==> config.mk <==
export PLATFORM = sky130hd
export DESIGN_NAME = pipe_hold_ctrl
export DESIGN_NICKNAME = d
export VERILOG_FILES = /design/src/rtl/pipe_ctrl_pkg.sv /design/src/rtl/pipe_ctrl_perf.sv /design/src/rtl/pipe_hold_ctrl.sv
export SDC_FILE = /design/constraint.sdc
export NUM_CORES = 1
export LEC_CHECK = 0
export ABC_CLOCK_PERIOD_IN_PS = 1680
export BUFFER_PORTS_ARGS = -buffer_cell sky130_fd_sc_hd__buf_2
export CORE_MARGIN = 2
export CORE_UTILIZATION = 42
export CTS_BUF_LIST = sky130_fd_sc_hd__clkbuf_4 sky130_fd_sc_hd__clkbuf_8
export DETAILED_ROUTE_END_ITERATION = 10
export PLACE_DENSITY = 0.83
export SLEW_MARGIN = 25
export SYNTH_ARGS = -nofsm -noshare
export SYNTH_HDL_FRONTEND = slang
export SYNTH_SLANG_ARGS = --single-unit
==> constraint.sdc <==
create_clock -name clock -period 1.68 [get_ports clock]
set_clock_uncertainty 0.15 [all_clocks]
set_input_delay 0.336 -clock clock [delete_from_list [all_inputs] [get_ports clock]]
set_output_delay 0.336 -clock clock [all_outputs]
set_load 0.03 [all_outputs]
==> src/rtl/pipe_ctrl_pkg.sv <==
// Shared pipeline-control types and constants for the MIPS core.
package pipe_ctrl_pkg;

  typedef enum logic [1:0] {
    StBoot = 2'd0,
    StRun  = 2'd1,
    StHold = 2'd2
  } pipe_state_e;

  localparam int unsigned DEFAULT_CNT_W = 2;
  localparam int unsigned PERF_W        = 32;

endpackage

==> src/rtl/pipe_ctrl_perf.sv <==
// Saturating stall-cycle and branch-squash counters for pipe_hold_ctrl.
module pipe_ctrl_perf
  import pipe_ctrl_pkg::*;
(
  input  logic              clock,
  input  logic              reset,
  input  logic              stall_inc,
  input  logic              flush_inc,
  output logic [PERF_W-1:0] stall_cycles,
  output logic [PERF_W-1:0] flush_count
);

  logic [PERF_W-1:0] stall_q, stall_d;
  logic [PERF_W-1:0] flush_q, flush_d;

  always_comb begin
    stall_d = stall_q;
    flush_d = flush_q;
    if (stall_inc && (stall_q != '1)) stall_d = stall_q + 1'b1;
    if (flush_inc && (flush_q != '1)) flush_d = flush_q + 1'b1;
  end

  always_ff @(posedge clock or posedge reset) begin
    if (reset) begin
      stall_q <= '0;
      flush_q <= '0;
    end else begin
      stall_q <= stall_d;
      flush_q <= flush_d;
    end
  end

  assign stall_cycles = stall_q;
  assign flush_count  = flush_q;

endmodule

==> src/rtl/pipe_hold_ctrl.sv <==
// Pipeline hold/flush controller: boot hold, hazard bubbles, branch squash, memory freeze.
// Define STALL_PERF_EN to build the stall/flush performance counters.
module pipe_hold_ctrl
  import pipe_ctrl_pkg::*;
#(
  parameter int unsigned BOOT_CYCLES = 1,
  parameter int unsigned CNT_W       = DEFAULT_CNT_W
) (
  input  logic              clock,
  input  logic              reset,
  input  logic              hazard_req,
  input  logic [CNT_W-1:0]  hazard_cycles,
  input  logic              branch_flush,
  input  logic              mem_busy,
  output logic              pc_en,
  output logic              ifid_en,
  output logic              ifid_flush,
  output logic              idex_en,
  output logic              idex_flush,
  output logic              exmem_en,
  output logic              memwb_en,
  output logic              stall_active,
  output logic [PERF_W-1:0] stall_cycles,
  output logic [PERF_W-1:0] flush_count
);

  localparam logic [3:0] BootLast = 4'(BOOT_CYCLES - 1);

  pipe_state_e      state_q, state_d;
  logic [3:0]       boot_q, boot_d;
  logic [CNT_W-1:0] hold_q, hold_d;
  logic [CNT_W-1:0] hold_init;

  // Extra HOLD cycles after the RUN cycle that accepts the hazard; a count of 0 acts as 1.
  assign hold_init = (hazard_cycles == '0) ? '0 : hazard_cycles - CNT_W'(1);

  always_comb begin
    state_d    = state_q;
    boot_d     = boot_q;
    hold_d     = hold_q;
    pc_en      = 1'b1;
    ifid_en    = 1'b1;
    ifid_flush = 1'b0;
    idex_en    = 1'b1;
    idex_flush = 1'b0;
    exmem_en   = 1'b1;
    memwb_en   = 1'b1;

    if (mem_busy) begin
      // Whole-pipe freeze: nothing loads and no state advances.
      pc_en    = 1'b0;
      ifid_en  = 1'b0;
      idex_en  = 1'b0;
      exmem_en = 1'b0;
      memwb_en = 1'b0;
    end else begin
      unique case (state_q)
        StBoot: begin
          pc_en      = 1'b0;
          ifid_en    = 1'b0;
          ifid_flush = 1'b1;
          idex_flush = 1'b1;
          if (boot_q == BootLast) begin
            state_d = StRun;
            boot_d  = '0;
          end else begin
            boot_d = boot_q + 4'd1;
          end
        end
        StRun: begin
          if (hazard_req) begin
            pc_en      = 1'b0;
            ifid_en    = 1'b0;
            idex_flush = 1'b1;
            if (hold_init != '0) begin
              state_d = StHold;
              hold_d  = hold_init;
            end
          end else if (branch_flush) begin
            ifid_flush = 1'b1;
          end
        end
        StHold: begin
          pc_en      = 1'b0;
          ifid_en    = 1'b0;
          idex_flush = 1'b1;
          hold_d     = hold_q - CNT_W'(1);
          if (hold_q == CNT_W'(1)) state_d = StRun;
        end
        default: state_d = StBoot;
      endcase
    end
  end

  always_ff @(posedge clock or posedge reset) begin
    if (reset) begin
      state_q <= StBoot;
      boot_q  <= '0;
      hold_q  <= '0;
    end else begin
      state_q <= state_d;
      boot_q  <= boot_d;
      hold_q  <= hold_d;
    end
  end

  assign stall_active = (state_q != StRun) | mem_busy | (hazard_req & (state_q == StRun));

`ifdef STALL_PERF_EN
  logic branch_applied;
  assign branch_applied = (state_q == StRun) & ~mem_busy & ~hazard_req & branch_flush;

  pipe_ctrl_perf u_perf (
    .clock        (clock),
    .reset        (reset),
    .stall_inc    (~pc_en),
    .flush_inc    (branch_applied),
    .stall_cycles (stall_cycles),
    .flush_count  (flush_count)
  );
`else
  assign stall_cycles = '0;
  assign flush_count  = '0;
`endif

endmodule
==> results of run 1 <==
-- cells in the mapped netlist, drive strengths merged, types with 2 or more instances --
cell,instances
and2,2
buf,70
dfrtp,8
ha,3
inv,8
nand2,5
nand3,2
nor2,5
nor3,3
o21ai,5
-- cell families (layout without fill, tap and decap cells) --
| kind of cell | count (synthesis) | in the layout |
|---|---|---|
| fa+ha+maj | 3 | 3 |
| compound gates | 12 | 12 |
| buf+inv | 78 | 30 |
| other cells | 1 | 64 |
| flops | 8 | 8 |
| mux | 1 | 1 |
| xor+xnor | 1 | 1 |
| simple gates | 25 | 25 |
-- repair_timing --
| action | in CTS | in global routing |
|---|---|---|
| resized for setup | 3 | 3 |
| endpoints found under the setup margin | 5 | 3 |
| pin swaps | 0 | 1 |
| hold endpoints to repair | 8 | 0 |
| hold buffers | 1 | 0 |
| gates cloned | 0 | 0 |
| buffers inserted | 3 | 0 |
-- worst max path at each step --
stage,from,depth (start not counted),end,slack (ns)
after floorplan,state_q[0],4,pc_en,0.005
after global placement,state_q[0],3,idex_flush,0.08
after detailed placement,state_q[0],3,idex_flush,0.06
after CTS,state_q[1],3,ifid_flush,0.006
after global routing,state_q[1],3,stall_active,-0.04
final,state_q[1],3,ifid_flush,0.01
-- critical path, cell delays in order (launching register included) --
cell     delay, ns
dfrtp_1       0.41
buf_4         0.19
nor3_2        0.16
buf_4         0.18
-- where the power goes --
part | internal, mW | switching [mW]
combinational | 0.257 | 0.493
sequential | 0.283 | 0.0879
clock | 0.0810 | 0.0542
-- metrics by stage --
stage / instance area (um2) / utilization (%)
5_1_grt: 955 / 39.2
6_report: 955 / 39.2
2_1_floorplan: 1310 / -
3_5_place_dp: 890 / 36.6
3_3_place_gp: 890 / 36.6
4_1_cts: 948 / 39.0
-- state kept, by name, indices dropped and copies added (netlist names) --
register and count:
boot_q 4, hold_q 2, state_q 2
-- cell type report --
| type | count | area, um2 | share of cell area, % |
|---|---|---|---|
| clock buffers | 3 | 22.5 | 2.36 |
| inverters | 8 | 30.0 | 3.15 |
| multi-input cells | 106 | 548 | 57.4 |
| flip-flops and latches | 8 | 201 | 21.1 |
| well taps | 30 | 37.5 | 3.93 |
| repair buffers | 19 | 115 | 12.1 |
-- routing by layer --
layer  vias up  GRT usage, %  wire (um)
met3         2             0        148
met5         -             0          0
met2        45          14.1        658
li1        315             -          -
met4         0          10.0         27
met1       275          9.05        493
==> reports/metrics.cfg, run 1 <==
[outcome]
status=finished, final reports clean

[grt]
antenna_found_initial=0
grt_pass1_vias=448
overflow=0
grt_max_degree=12
grt_pass1_wl_um=1750
grt_usage_pct=8.46

[routing]
drt_iter0_markers=4
first_pass_iters=4
drc_errors=0
ant_nets=0
drt-total-wl_um=1330
vias=637
avgRoutedWirePerCell_um=7.63
drt-vias-per-instance=3.66

[cells_and_area]
layout_commonest_cell=conb_1
n_antenna_cell=0
synthToLayoutAreaGrowth_pct=-10.2
fillers=253
nNetsFinal=156
fin_cells=174
mostFrequentLayoutCells=conb_1, buf_2, inv_1
layout-drive-gt1-share_pct=20.8

[sta]
rsz0062_at_grt=true
timing.hold.ws_ns=0.362
timing.final.crit_period_ns=1.67
setup-tns-final_ns=0
max_freq_ghz=0.599
finalCritPeriodShare_pct=99.3
final.setup.worst_slack_ns=0.0114
setup_viol=0
hold_viol=0
maxSlewViolCount=0

[yosys]
synth_area_um2=1060
async_flop_share_pct=100
synth_largest_area_cell=buf_4
post_synth_main_area_contributors=buf_4, dfrtp_1, ha_1
synth_edf_count=0
synthMuxAreaShare_pct=1.06
seq_area_frac_synth_pct=18.8
synth_top_family_by_area=buffers and inverters
ys_ff_latch=8
synth_warnings=0
syn_avg_cell_area_um2=8.24
synth_top_area_share_pct=48.0
synth-adder-area-share_pct=3.53
synth_compound_area_share_pct=7.29
yosys.area_share.xor_xnor_pct=0.824
netlist_instances=129
synthSimpleGateAreaFrac_pct=15.2
synthFlopType=dfrtp_1
synth_cell_type_count=30

[pwr]
cellPowerDensity_nw_per_um2=1320
peakVddDrop_uv=556
total_power_mw=1.26
p_leak_nw=0.547

[clock_network]
clkLatencyLatePin_ns=0.24
tritoncts=built
clk_pin_slew_ns=0.05
clock-sinks=8
numCtsBuffers=3
htreeDepth=1
clock_path_buffers=2
root_buffer=clkbuf_4

[placement]
dp.cells=167
hpwlAfterDp_um=1080
port_buffers=14
dp_slack_ns=0.0641
place_congestion=0.717

[critical_path]
reg2reg_depth=4
r2r_end=boot_q[0]
setup.worst_path.end_class=output port
start_kind=flop
r2r-start=state_q[1]
rrSetupSlack_ns=0.12
arrival_ns=1.18
worst_ep_required_time_ns=1.19
setup.worst_path.class=reg -> out
worstPathMaxFanout=8

[floorplan]
num_rows=18
ios=79
fp.dieW_um=54.3
die_h_um=54.3
initial_core_util_pct=43.7
core_region_area_um2=2430
die_area_um2=2950

[job]
drv_cap=0

[min_path]
hold_path.class=in -> reg
holdPathEnd=hold_q[1]
worstHoldStart=hazard_cycles[0]
hold_depth=3

No activity file was read; power rests on OpenSTA's default activity.
==> inputs of run 2 (changes only) <==
--- a/config.mk
+++ b/config.mk
@@ -7,11 +7,14 @@
 export LEC_CHECK = 0
 export ABC_CLOCK_PERIOD_IN_PS = 1680
 export BUFFER_PORTS_ARGS = -buffer_cell sky130_fd_sc_hd__buf_2
+export CELL_PAD_IN_SITES_DETAIL_PLACEMENT = 1
+export CELL_PAD_IN_SITES_GLOBAL_PLACEMENT = 2
 export CORE_MARGIN = 2
-export CORE_UTILIZATION = 42
+export CORE_UTILIZATION = 21
 export CTS_BUF_LIST = sky130_fd_sc_hd__clkbuf_4 sky130_fd_sc_hd__clkbuf_8
 export DETAILED_ROUTE_END_ITERATION = 10
-export PLACE_DENSITY = 0.83
+export PLACE_DENSITY_LB_ADDON = 0.1
+export SKIP_LAST_GASP = 1
 export SLEW_MARGIN = 25
 export SYNTH_ARGS = -nofsm -noshare
 export SYNTH_HDL_FRONTEND = slang
==> run 2 against run 1 <==
  * Sequential share of layout area shrank 1.6 points
  * Cell count increased by 21%
  * Sequential power grew 2%
  * Non-clock buffer count is the same
  * Largest cell class unchanged
  * Wire length increased by 39%
  * Via count increased by 4.1%
==> reports/metrics.cfg, run 2 (synthesis results as in run 1) <==
[sta]
rsz0062_at_grt=true
max_freq_ghz=0.606
timing.final.crit_period_ns=1.65
maxSlewViolCount=0
hold_viol=0
setup_viol=0
finalCritPeriodShare_pct=98.3

[clock_network]
tritoncts=built
numCtsBuffers=3
clk_pin_slew_ns=0.04
clock-sinks=8
clock_path_buffers=2
root_buffer=clkbuf_8
clkLatencyLatePin_ns=0.23
htreeDepth=1

[routing]
vias=663
first_pass_iters=3
drt-total-wl_um=1850
drc_errors=0
avgRoutedWirePerCell_um=8.75
wl_met2_um=863
ant_nets=0
drt-vias-per-instance=3.14
drt_iter0_markers=16
wl_met1_um=763
highest_layer=met3
dr_wl_met3_um=220

[job]
drv_cap=0

[outcome]
status=finished, final reports clean

[pwr]
cellPowerDensity_nw_per_um2=1350
total_power_mw=1.40
pwr-share-clk_pct=17.0
switching_share_pct=49.2
peakVddDrop_uv=337
p_leak_nw=0.556
p_int_mw=0.710
power_switching_mw=0.687
sequentialPowerShare_pct=27.1
p_comb_share_pct=56.0

[floorplan]
die_h_um=75.2
initial_core_util_pct=22.1
core_region_area_um2=4820
fp.dieW_um=75.2
die_area_um2=5650
ios=79
num_rows=25

[placement]
place_congestion=0.689
hpwlAfterDp_um=1540
port_buffers=14

[min_path]
hold_path.class=reg -> reg

[grt]
grt_usage_pct=6.33
grt_pass1_wl_um=2730
antenna_found_initial=0
grt_max_degree=12
overflow=0
grt_pass1_vias=573

[cells_and_area]
top_register=boot_q
n_antenna_cell=0
top_regs=boot_q: 4 flops, hold_q: 2 flops, state_q: 2 flops
synthToLayoutAreaGrowth_pct=-2.47
fin_util_pct=21.5
nNetsFinal=156
layout-drive-gt1-share_pct=22.2
mostFrequentLayoutCells=conb_1, buf_2, inv_1
layout_commonest_cell=conb_1
largest_reg_flops=4

[critical_path]
setup.worst_path.end_class=output port
arrival_ns=1.16
rrSetupSlack_ns=0.10
worst_ep_required_time_ns=1.19
worstPathMaxFanout=6
start_kind=flop
setup.worst_path.class=reg -> out

## run 2: cell counts in the layout (fill, tap and decap cells not counted)
Identical to the previous run, type by type.
## run 2: cell type report
| type | instances | area (um2) |
|---|---|---|
| Fill cell | 607 | 3780 |
| Inverter | 8 | 30.0 |
| Clock buffer | 3 | 41.3 |
| Timing Repair Buffer | 19 | 123 |
| Sequential cell | 8 | 203 |
| Multi-Input combinational cell | 106 | 557 |
| Tap cell | 67 | 83.8 |
## run 2: per-stage QoR
stage	setup TNS [ns]	hold slack (ns)	cells	area, um2	setup WS [ns]
after global placement	0	0.172	206	951	0.123
after floorplan	0	0.00166	192	1310	0.00464
after detailed placement	0	0.179	206	951	0.113
after CTS	-0.0170	0.360	211	1010	-0.0170
final	0	0.348	211	1040	0.0290
after global routing	-0.0540	0.392	211	1040	-0.0346
## run 2: timing repair
item / in CTS / in global routing
buffers inserted: 1 / 0
setup endpoints to repair: 4 / 3
endpoints found under the hold margin: 8 / 0
pin swaps: 1 / 2
resized for setup: 4 / 7
hold buffers: 1 / 0
## run 2: routing by layer
metal,up-vias,track usage (%)
li1,313,-
met1,300,8.07
met2,50,10.2
met3,0,1.74
met4,0,2.34
met5,-,0
## run 2: worst max-delay path, cell delays in order (launching register included)
cell	delay [ns]
dfrtp_2	0.45
buf_6	0.15
nor3_4	0.18
buf_6	0.15
## run 2: final timing paths
check,depth (start not counted),to,startpoint
max in group asynchronous,3,state_q[1],reset
min,1,boot_q[3],boot_q[3]
max reg2reg,4,boot_q[0],state_q[1]
min in group asynchronous,3,boot_q[2],reset
min reg2reg,1,boot_q[3],boot_q[3]
max,3,ifid_flush,state_q[1]
## run 2: power groups by stage
stage	registers, mW	clock network (mW)	logic [mW]
after global placement	0.393	0	0.707
after detailed placement	0.395	0	0.712
after global routing	0.396	0.249	0.877
after floorplan	0.357	0	0.744
after CTS	0.375	0.243	0.769
final	0.379	0.237	0.782
==> inputs of run 3 (changes only) <==
==> constraint.sdc (replaced) <==
create_clock -name clock -period 1.68 [get_ports clock]
set_clock_uncertainty 0.15 [all_clocks]
set_input_delay 0.168 -clock clock [delete_from_list [all_inputs] [get_ports clock]]
set_output_delay 0.168 -clock clock [all_outputs]
set_load 0.03 [all_outputs]
==> run 3 against run 2 <==
  * Utilization fell by 1.3 points
  * Clock power fell by 3%
  * Final area fell by 6.0%
  * Worst hold slack got worse by 0.11 ns
  * Count of clock-buffer cells in the layout did not move
  * Critical path depth did not move
  * Die area did not move
  * Highest routed layer unchanged
==> reports/metrics.cfg, run 3 (synthesis results as in run 1) <==
[outcome]
status=finished, final reports clean

[critical_path]
worstPathMaxFanout=13
critical-path-max-stage-delay_ns=0.49
worst_ep_required_time_ns=1.36
start_kind=flop
arrival_ns=1.26
setup.worst_path.end_class=output port
setup.worst_path.class=reg -> out
path_cells=o21ai_1, and2_1, buf_2
slowest_stage=dfrtp_2

[sta]
rsz0062_at_grt=false
hold_viol=0
max_freq_ghz=0.635
setup-tns-final_ns=0
setup_viol=0
finalCritPeriodShare_pct=93.7
maxSlewViolCount=0
timing.final.crit_period_ns=1.57

[placement]
place_congestion=0.706
dpl_cell_area_um2=921
hpwlAfterDp_um=1550
port_buffers=14

[job]
drv_cap=0

[cells_and_area]
synthToLayoutAreaGrowth_pct=-8.35
largest_reg_flops=4
layout-drive-gt1-share_pct=17.1
post-route-cell-area_um2=975
nNetsFinal=152
layout_commonest_cell=conb_1
mostFrequentLayoutCells=conb_1, buf_2, inv_1
top_regs=boot_q: 4 flops, hold_q: 2 flops, state_q: 2 flops
n_antenna_cell=0
top_register=boot_q

[clock_network]
clk_pin_slew_ns=0.04
root_buffer=clkbuf_8
clock_path_buffers=2
htreeDepth=1
numCtsBuffers=3
clkLatencyLatePin_ns=0.23
cts_setup_buffers=0
clock-sinks=8
tritoncts=built

[routing]
drt-total-wl_um=1810
drt-vias-per-instance=3.12
avgRoutedWirePerCell_um=8.75
drc_errors=0
drt_iter0_markers=24
ant_nets=0
first_pass_iters=4
vias=646

[floorplan]
die_area_um2=5650
ios=79
initial_core_util_pct=22.1
core_region_area_um2=4820
num_rows=25
fp.dieW_um=75.2
die_h_um=75.2

[grt]
grt_max_degree=14
grt_usage_pct=5.67
grt_pass1_vias=543
antenna_found_initial=0
overflow=0
grt_pass1_wl_um=2480

[min_path]
hold_path.class=in -> reg

[pwr]
p_leak_nw=0.530
peakVddDrop_uv=424
total_power_mw=1.30
cellPowerDensity_nw_per_um2=1330

[run 3: cell types whose count changed in the layout (fill, tap and decap cells not counted), moves of 2 or more]
cell,change
buf_6,-2
nor2_1,+2
buf_2,+2
nor2_2,-2
buf_4,-4
[run 3: critical path, delay by kind of cell, from the launching register on]
| kind | cells | cell delay (ns) |
|---|---|---|
| buffers and inverters | 1 | 0.19 |
| DFF | 1 | 0.49 |
| AOI/OAI and AO/OA | 1 | 0.21 |
| and+or+nand+nor | 1 | 0.14 |
[run 3: per-stage QoR]
| stage | worst slack, ns | util, % | hold WS, ns | instances |
|---|---|---|---|---|
| final | 0.106 | 20.2 | 0.236 | 207 |
| after global routing | 0.0271 | 20.2 | 0.262 | 207 |
| after CTS | 0.0153 | 20.2 | 0.238 | 207 |
| after detailed placement | 0.140 | 19.1 | 0.0120 | 203 |
| after global placement | 0.144 | 19.1 | 0.00858 | 203 |
| after floorplan | 0.0158 | - | -0.166 | 192 |
[run 3: layer usage]
metal	part of all wire, %	track usage [%]
met4	0	0.585
met3	12	2.01
met2	48	10.3
met5	0	0
met1	40	6.61
[run 3: where the power goes]
part / switching [mW] / leakage (nW) / internal, mW
Sequential: 0.136 / 0.0955 / 0.284
Clock: 0.0761 / 0.0216 / 0.155
Combinational: 0.442 / 0.413 / 0.202
[run 3: final cells by class]
class	instances	area [um2]
sequential	8	203
timing repair buffer	15	80.1
clock buffer	3	41.3
multi-input combinational	106	537
inverter	8	30.0
fill	626	3840
tap	67	83.8
[run 3: path summary, 6_finish.rpt]
| check | slack [ns] | cells past startpoint | end | startpoint |
|---|---|---|---|---|
| worst max-delay path | 0.11 | 3 | idex_flush | state_q[1] |
| worst min-delay path | 0.24 | 2 | hold_q[0] | mem_busy |
| worst max register to register | 0.17 | 4 | hold_q[1] | hold_q[0] |
| worst min register to register | 0.36 | 1 | boot_q[3] | boot_q[3] |
| max in group asynchronous | 0.80 | 3 | state_q[1] | reset |
| min in group asynchronous | 0.30 | 3 | boot_q[2] | reset |
[run 3: what timing repair did]
item,CTS,global route
endpoints found under the hold margin,8,0
pin swaps,0,0
resized for setup,2,1
hold buffers,1,0
setup endpoints to repair,3,4
